### src/rtl/cdm_pkg.sv
// -----------------------------------------------------------------------------
// cdm_pkg
// Shared definitions for the carry-disregard sequential multiplier:
//   OP_W / PROD_W / CNT_W : operand, product and bit-counter widths
//   state_e               : multiplier FSM state encoding
//   low_mask(k)           : 16-bit mask with the low k bits set
// -----------------------------------------------------------------------------
package cdm_pkg;

    localparam int OP_W   = 8;
    localparam int PROD_W = 16;
    localparam int CNT_W  = 3;

    typedef enum logic [1:0] {
        IDLE = 2'd0,
        RUN  = 2'd1,
        DONE = 2'd2
    } state_e;

    // Computed one bit wider so that k == PROD_W still yields all ones.
    function automatic logic [PROD_W-1:0] low_mask(input int unsigned k);
        logic [PROD_W:0] one_hot;
        one_hot = (PROD_W+1)'(1) << k;
        return PROD_W'(one_hot - (PROD_W+1)'(1));
    endfunction

endpackage : cdm_pkg

### src/rtl/cdm_seq_mult8_if.sv
// -----------------------------------------------------------------------------
// cdm_seq_mult8_if
// Operand and result handshakes of the sequential multiplier.
//   in_valid / in_ready / a / b         : operand channel (producer -> block)
//   out_valid / out_ready / product     : result channel  (block -> consumer)
// Modports:
//   master : the environment driving operands and consuming products
//   slave  : the multiplier itself
// -----------------------------------------------------------------------------
interface cdm_seq_mult8_if;
    import cdm_pkg::*;

    logic              in_valid;
    logic              in_ready;
    logic [OP_W-1:0]   a;
    logic [OP_W-1:0]   b;
    logic              out_valid;
    logic              out_ready;
    logic [PROD_W-1:0] product;

    modport master (
        output in_valid, a, b, out_ready,
        input  in_ready, out_valid, product
    );

    modport slave (
        input  in_valid, a, b, out_ready,
        output in_ready, out_valid, product
    );

endinterface : cdm_seq_mult8_if

### src/rtl/cla_sixteen.sv
// -----------------------------------------------------------------------------
// cla_sixteen
// 16-bit two-level carry-lookahead adder: four 4-bit lookahead groups whose
// group generate/propagate terms feed a second lookahead unit.
//   a, b : addends
//   cin  : carry in
//   s    : sum
//   cout : carry out of bit 15
// -----------------------------------------------------------------------------
module cla_sixteen (
    input  logic [15:0] a,
    input  logic [15:0] b,
    input  logic        cin,
    output logic [15:0] s,
    output logic        cout
);

    // Carries into bits 0..3 of a 4-wide lookahead group, all in parallel.
    function automatic logic [3:0] carries4(input logic [3:0] p,
                                            input logic [3:0] g,
                                            input logic       c0);
        logic [3:0] c;
        c[0] = c0;
        c[1] = g[0] | (p[0] & c0);
        c[2] = g[1] | (p[1] & g[0]) | (p[1] & p[0] & c0);
        c[3] = g[2] | (p[2] & g[1]) | (p[2] & p[1] & g[0])
                    | (p[2] & p[1] & p[0] & c0);
        return c;
    endfunction

    function automatic logic group_gen(input logic [3:0] p, input logic [3:0] g);
        return g[3] | (p[3] & g[2]) | (p[3] & p[2] & g[1])
                    | (p[3] & p[2] & p[1] & g[0]);
    endfunction

    logic [15:0] p;
    logic [15:0] g;
    logic [3:0]  grp_p;
    logic [3:0]  grp_g;
    logic [3:0]  grp_c;

    assign p = a ^ b;
    assign g = a & b;

    for (genvar n = 0; n < 4; n++) begin : g_group
        logic [3:0] c_bit;
        assign grp_p[n]      = &p[4*n +: 4];
        assign grp_g[n]      = group_gen(p[4*n +: 4], g[4*n +: 4]);
        assign c_bit         = carries4(p[4*n +: 4], g[4*n +: 4], grp_c[n]);
        assign s[4*n +: 4]   = p[4*n +: 4] ^ c_bit;
    end

    // Second level: carries into each group from the group G/P terms.
    assign grp_c = carries4(grp_p, grp_g, cin);
    assign cout  = group_gen(grp_p, grp_g) | ((&grp_p) & cin);

endmodule : cla_sixteen

### src/rtl/cdm_seq_mult8.sv
// -----------------------------------------------------------------------------
// cdm_seq_mult8
// Sequential 8x8 unsigned shift-and-add multiplier. One partial product is
// accumulated per cycle (8 cycles). The low APPROX_BITS accumulator columns are
// combined by OR (carries dropped); the upper columns go through cla_sixteen.
//   clk  : rising-edge clock
//   rst  : asynchronous active-high reset
//   bus  : operand/result handshakes (slave side), see cdm_seq_mult8_if
// Parameter:
//   APPROX_BITS : 0..8, number of OR-combined low columns (0 = exact product)
// -----------------------------------------------------------------------------
module cdm_seq_mult8
    import cdm_pkg::*;
#(
    parameter int unsigned APPROX_BITS = 0
) (
    input  logic             clk,
    input  logic             rst,
    cdm_seq_mult8_if.slave   bus
);

    localparam logic [PROD_W-1:0] LOW_M = low_mask(APPROX_BITS);

    state_e            state_q, state_d;
    logic [PROD_W-1:0] acc_q,   acc_d;
    logic [CNT_W-1:0]  cnt_q,   cnt_d;
    logic [OP_W-1:0]   a_q,     a_d;
    logic [OP_W-1:0]   b_q,     b_d;

    logic [PROD_W-1:0] pp;
    logic [PROD_W-1:0] cla_s;
    logic              cla_cout;
    logic [PROD_W-1:0] acc_sum;

    // Partial product for the current multiplier bit.
    always_comb begin
        pp = b_q[cnt_q] ? (PROD_W'(a_q) << cnt_q) : '0;
    end

    // Low columns are forced to zero on both addends, so no carry can enter
    // column APPROX_BITS from below.
    cla_sixteen u_cla (
        .a    (acc_q & ~LOW_M),
        .b    (pp & ~LOW_M),
        .cin  (1'b0),
        .s    (cla_s),
        .cout (cla_cout)
    );

    always_comb begin
        acc_sum = (cla_s & ~LOW_M) | ((acc_q | pp) & LOW_M);
    end

    // The approximate sum never exceeds the exact product (<= 0xFE01), so the
    // adder carry-out must stay low while accumulating.
    a_no_overflow : assert property (
        @(posedge clk) disable iff (rst) (state_q == RUN) |-> !cla_cout
    );

    // State register.
    // NOTE: every flop, including the operand and accumulator registers, is
    // cleared by reset so an aborted operation leaves no residue behind.
    always_ff @(posedge clk or posedge rst) begin
        if (rst) begin
            state_q <= IDLE;
            acc_q   <= '0;
            cnt_q   <= '0;
            a_q     <= '0;
            b_q     <= '0;
        end else begin
            // NOTE: sequential state uses non-blocking assignments so all
            // flops sample pre-edge values regardless of statement order.
            state_q <= state_d;
            acc_q   <= acc_d;
            cnt_q   <= cnt_d;
            a_q     <= a_d;
            b_q     <= b_d;
        end
    end

    // Next-state and datapath update.
    always_comb begin
        // NOTE: hold-value defaults first, so no path through the case
        // leaves a signal unassigned and infers a latch.
        state_d = state_q;
        acc_d   = acc_q;
        cnt_d   = cnt_q;
        a_d     = a_q;
        b_d     = b_q;
        unique case (state_q)
            IDLE: begin
                // in_ready is high throughout IDLE, so in_valid is the handshake.
                if (bus.in_valid) begin
                    a_d     = bus.a;
                    b_d     = bus.b;
                    acc_d   = '0;
                    cnt_d   = '0;
                    state_d = RUN;
                end
            end
            RUN: begin
                acc_d = acc_sum;
                cnt_d = cnt_q + CNT_W'(1);
                if (cnt_q == CNT_W'(OP_W - 1)) begin
                    state_d = DONE;
                end
            end
            DONE: begin
                if (bus.out_ready) begin
                    state_d = IDLE;
                end
            end
            default: begin
                state_d = IDLE;
            end
        endcase
    end

    // Outputs decoded from the current state only.
    always_comb begin
        bus.in_ready  = (state_q == IDLE);
        bus.out_valid = (state_q == DONE);
        bus.product   = (state_q == DONE) ? acc_q : '0;
    end

endmodule : cdm_seq_mult8

### src/flat_wrapper.sv
// flat-port wrapper written by rule: the top's interface ports become plain ports
module cdm_seq_mult8_flat import cdm_pkg::*;
#(
    parameter int unsigned APPROX_BITS = 0
)
  (clk, rst, bus_in_valid, bus_a, bus_b, bus_out_ready, bus_in_ready, bus_out_valid, bus_product);
  cdm_seq_mult8_if bus_i ();
  input  logic clk;
  input  logic rst;
  input wire logic [$bits(bus_i.in_valid)-1:0] bus_in_valid;
  input wire logic [$bits(bus_i.a)-1:0] bus_a;
  input wire logic [$bits(bus_i.b)-1:0] bus_b;
  input wire logic [$bits(bus_i.out_ready)-1:0] bus_out_ready;
  output wire logic [$bits(bus_i.in_ready)-1:0] bus_in_ready;
  output wire logic [$bits(bus_i.out_valid)-1:0] bus_out_valid;
  output wire logic [$bits(bus_i.product)-1:0] bus_product;
  assign bus_i.in_valid = bus_in_valid;
  assign bus_i.a = bus_a;
  assign bus_i.b = bus_b;
  assign bus_i.out_ready = bus_out_ready;
  assign bus_in_ready = bus_i.in_ready;
  assign bus_out_valid = bus_i.out_valid;
  assign bus_product = bus_i.product;
  cdm_seq_mult8 #(.APPROX_BITS(APPROX_BITS)) u_core (.clk(clk), .rst(rst), .bus(bus_i));
endmodule
### config.mk
export PLATFORM = sky130hd
export DESIGN_NAME = cdm_seq_mult8_flat
export DESIGN_NICKNAME = d
export VERILOG_FILES = /design/src/rtl/cdm_pkg.sv /design/src/rtl/cdm_seq_mult8_if.sv /design/src/rtl/cla_sixteen.sv /design/src/rtl/cdm_seq_mult8.sv /design/src/flat_wrapper.sv
export SDC_FILE = /design/constraint.sdc
export NUM_CORES = 1
export LEC_CHECK = 0
export CAP_MARGIN = 20
export CORE_MARGIN = 2
export CORE_UTILIZATION = 41
export CTS_CLUSTER_DIAMETER = 60
export CTS_CLUSTER_SIZE = 14
export DETAILED_ROUTE_END_ITERATION = 16
export PLACE_DENSITY = 0.61
export SYNTH_ARGS = -nofsm -noshare
export SYNTH_HDL_FRONTEND = slang
export SYNTH_HIERARCHICAL = 1
export SYNTH_SLANG_ARGS = --single-unit
### constraint.sdc
create_clock -name clk -period 4.31 [get_ports clk]
set_input_delay 0.862 -clock clk [delete_from_list [all_inputs] [get_ports clk]]
set_output_delay 0.862 -clock clk [all_outputs]
set_load 0.01 [all_outputs]
==> flow_summary.json <==
{
  "status": "complete, no violations",
  "fin_area_um2": 3206,
  "drc": 0,
  "rows": 29,
  "holdCritStartpoint": "u_core/b_q[2]",
  "hold_end": "u_core/b_q[2]",
  "reg2reg_to": "u_core/acc_q[13]",
  "syn_area_um2": 2655,
  "worstHoldPathCells": 1,
  "worst_slew_pin_slew_ns": 0.8133,
  "pin_count": 38,
  "path_buf_inv": 0,
  "finalCritPeriodShare": 0.8339,
  "mostFrequentLayoutCells": "nand2_1, clkdlybuf4s50_1, dfrtp_1, o21ai_0",
  "antenna_found_initial": 0,
  "max_stage_delay_ns": 0.79,
  "synthToLayoutAreaGrowth_pct": 20.74,
  "finalSetupTns_ns": 0,
  "ant_nets": 0,
  "hpwl_mm": 3.851,
  "num_vias": 2058,
  "grt_setup_unrepaired": "no",
  "slowest_stage": "dfrtp_1",
  "diodes": 0,
  "grt_pass1_wl_mm": 9.570,
  "initial_utilization": 0.4205,
  "fmax_mhz": 278.2,
  "grt_max_degree": 38,
  "r2r_cells": 12,
  "cts.sinks": 37,
  "power_leakage_uw": 0.001465,
  "hold_ws_ns": 0.5084,
  "wl_mm": 5.291,
  "mostFrequentLayoutCell": "nand2_1",
  "crit_path_end_kind": "flip-flop",
  "die_area_um2": 7135,
  "nets": 351,
  "dpl_cell_area_um2": 3078,
  "portBuffers": 37,
  "p_per_area_nw_per_um2": 782.0,
  "firstDrtPassIters": 4,
  "slew_viol_final": 0,
  "place_congestion": 0.7911,
  "clk_pin_slew_worst_paths_ns": 0.08,
  "crit_chain": "mux4_2, nand3_1, o41ai_2, ha_1, a21oi_1, o21ai_0, a21o_1, a31o_2, fa_1, xor2_1, nand2_1, o21ai_0",
  "hold_viol": 0,
  "setup_violations": 0,
  "crit_family": "compound AO/OA/AOI/OAI gates",
  "crit_required_ns": 4.48,
  "cts_hold_buf": 0,
  "cts-root-buf": "clkbuf_8",
  "ir_drop_mv": 0.3411,
  "cts_made_buffers": 5,
  "path_max_fanout": 20,
  "wl_per_cell_um": 13.67,
  "period_minus_slack_ns": 3.594,
  "synth.avg_cell_area_um2": 9.797,
  "grt_overflow": 0,
  "clock_latency_ns": 0.30,
  "drt-initial-drc-count": 65,
  "worst-r2r-setup-slack_ns": 0.72,
  "min_path_type": "reg2reg",
  "htree_levels": 2,
  "design.core.area_um2": 6314,
  "grt_use_total": 0.1645,
  "postCtsSetupBuffers": 0,
  "yosys_warnings": 6,
  "skew_ns": 0.005987,
  "clockBufferDepth": 2,
  "die_h_um": 84.47,
  "cts_tree": "built",
  "synthCells": 271,
  "routed_via_density": 5.318,
  "crit_type": "reg2reg",
  "worst_r2r_startpoint": "u_core/cnt_q[0]",
  "drive_gt1_frac": 0.1323,
  "maxCapViolations": 0,
  "fp.dieW_um": 84.47,
  "cp_data_arrival_time_ns": 3.76,
  "cp_common_cell": "o21ai_0",
  "startpoint_type": "flip-flop",
  "p_total_uw": 2507,
  "grt_pass1_vias": 1989,
  "relSlewSlack": 0.4578,
  "post_cts_resized": 0
}
[through the flow]
step / setup slack, ns / instances / utilization
finish: 0.7161 / 387 / 0.5077
global route: 0.4835 / 387 / 0.5077
CTS: 0.7134 / 386 / 0.5065
detailed placement: 0.7272 / 378 / 0.4875
global placement: 0.7800 / 378 / 0.4875
floorplan: 1.271 / 274 / -
[metal layers]
metal  up-vias  routed length, µm  track usage
met4         0                 71      0.04762
met3         7                220      0.03048
met2        41               2438       0.2641
met1       986               2560       0.2288
met5         -                  0            0
li1       1024                  -            -
[where the power goes]
part           total (µW)  switching [µW]  internal, µW
registers             740             214           526
logic                1450             749           701
clock network         317             129           188
[sequential cells by signal (all words and copies together), names as in the netlist]
name            cells
u_core/state_q      2
u_core/a_q          8
u_core/acc_q       16
u_core/cnt_q        3
u_core/b_q          8
[worst max path at each step]
stage,start,end,depth (start not counted)
after floorplan,u_core/cnt_q[0],u_core/acc_q[13],13
after global placement,u_core/cnt_q[0],u_core/acc_q[13],12
after detailed placement,u_core/cnt_q[0],u_core/acc_q[13],12
after CTS,u_core/cnt_q[0],u_core/acc_q[13],12
after global routing,u_core/cnt_q[0],u_core/acc_q[13],12
final,u_core/cnt_q[0],u_core/acc_q[13],12
[worst register-to-register path, stage by stage (launching register included)]
cell	delay [ns]
dfrtp_1	0.79
mux4_2	0.68
nand3_1	0.14
o41ai_2	0.08
ha_1	0.35
a21oi_1	0.16
o21ai_0	0.10
a21o_1	0.24
a31o_2	0.29
fa_1	0.37
xor2_1	0.15
nand2_1	0.05
o21ai_0	0.07
[area by class of cell]
class | instances | area [µm²]
Clock inverter | 2 | 37.54
Inverter | 9 | 33.78
Multi-Input combinational cell | 215 | 1629
Tap cell | 77 | 96.34
Sequential cell | 37 | 925.9
Fill cell | 615 | 3108
Timing Repair Buffer | 41 | 400.4
Clock buffer | 6 | 82.58
Power figures use the tool's default switching activity.
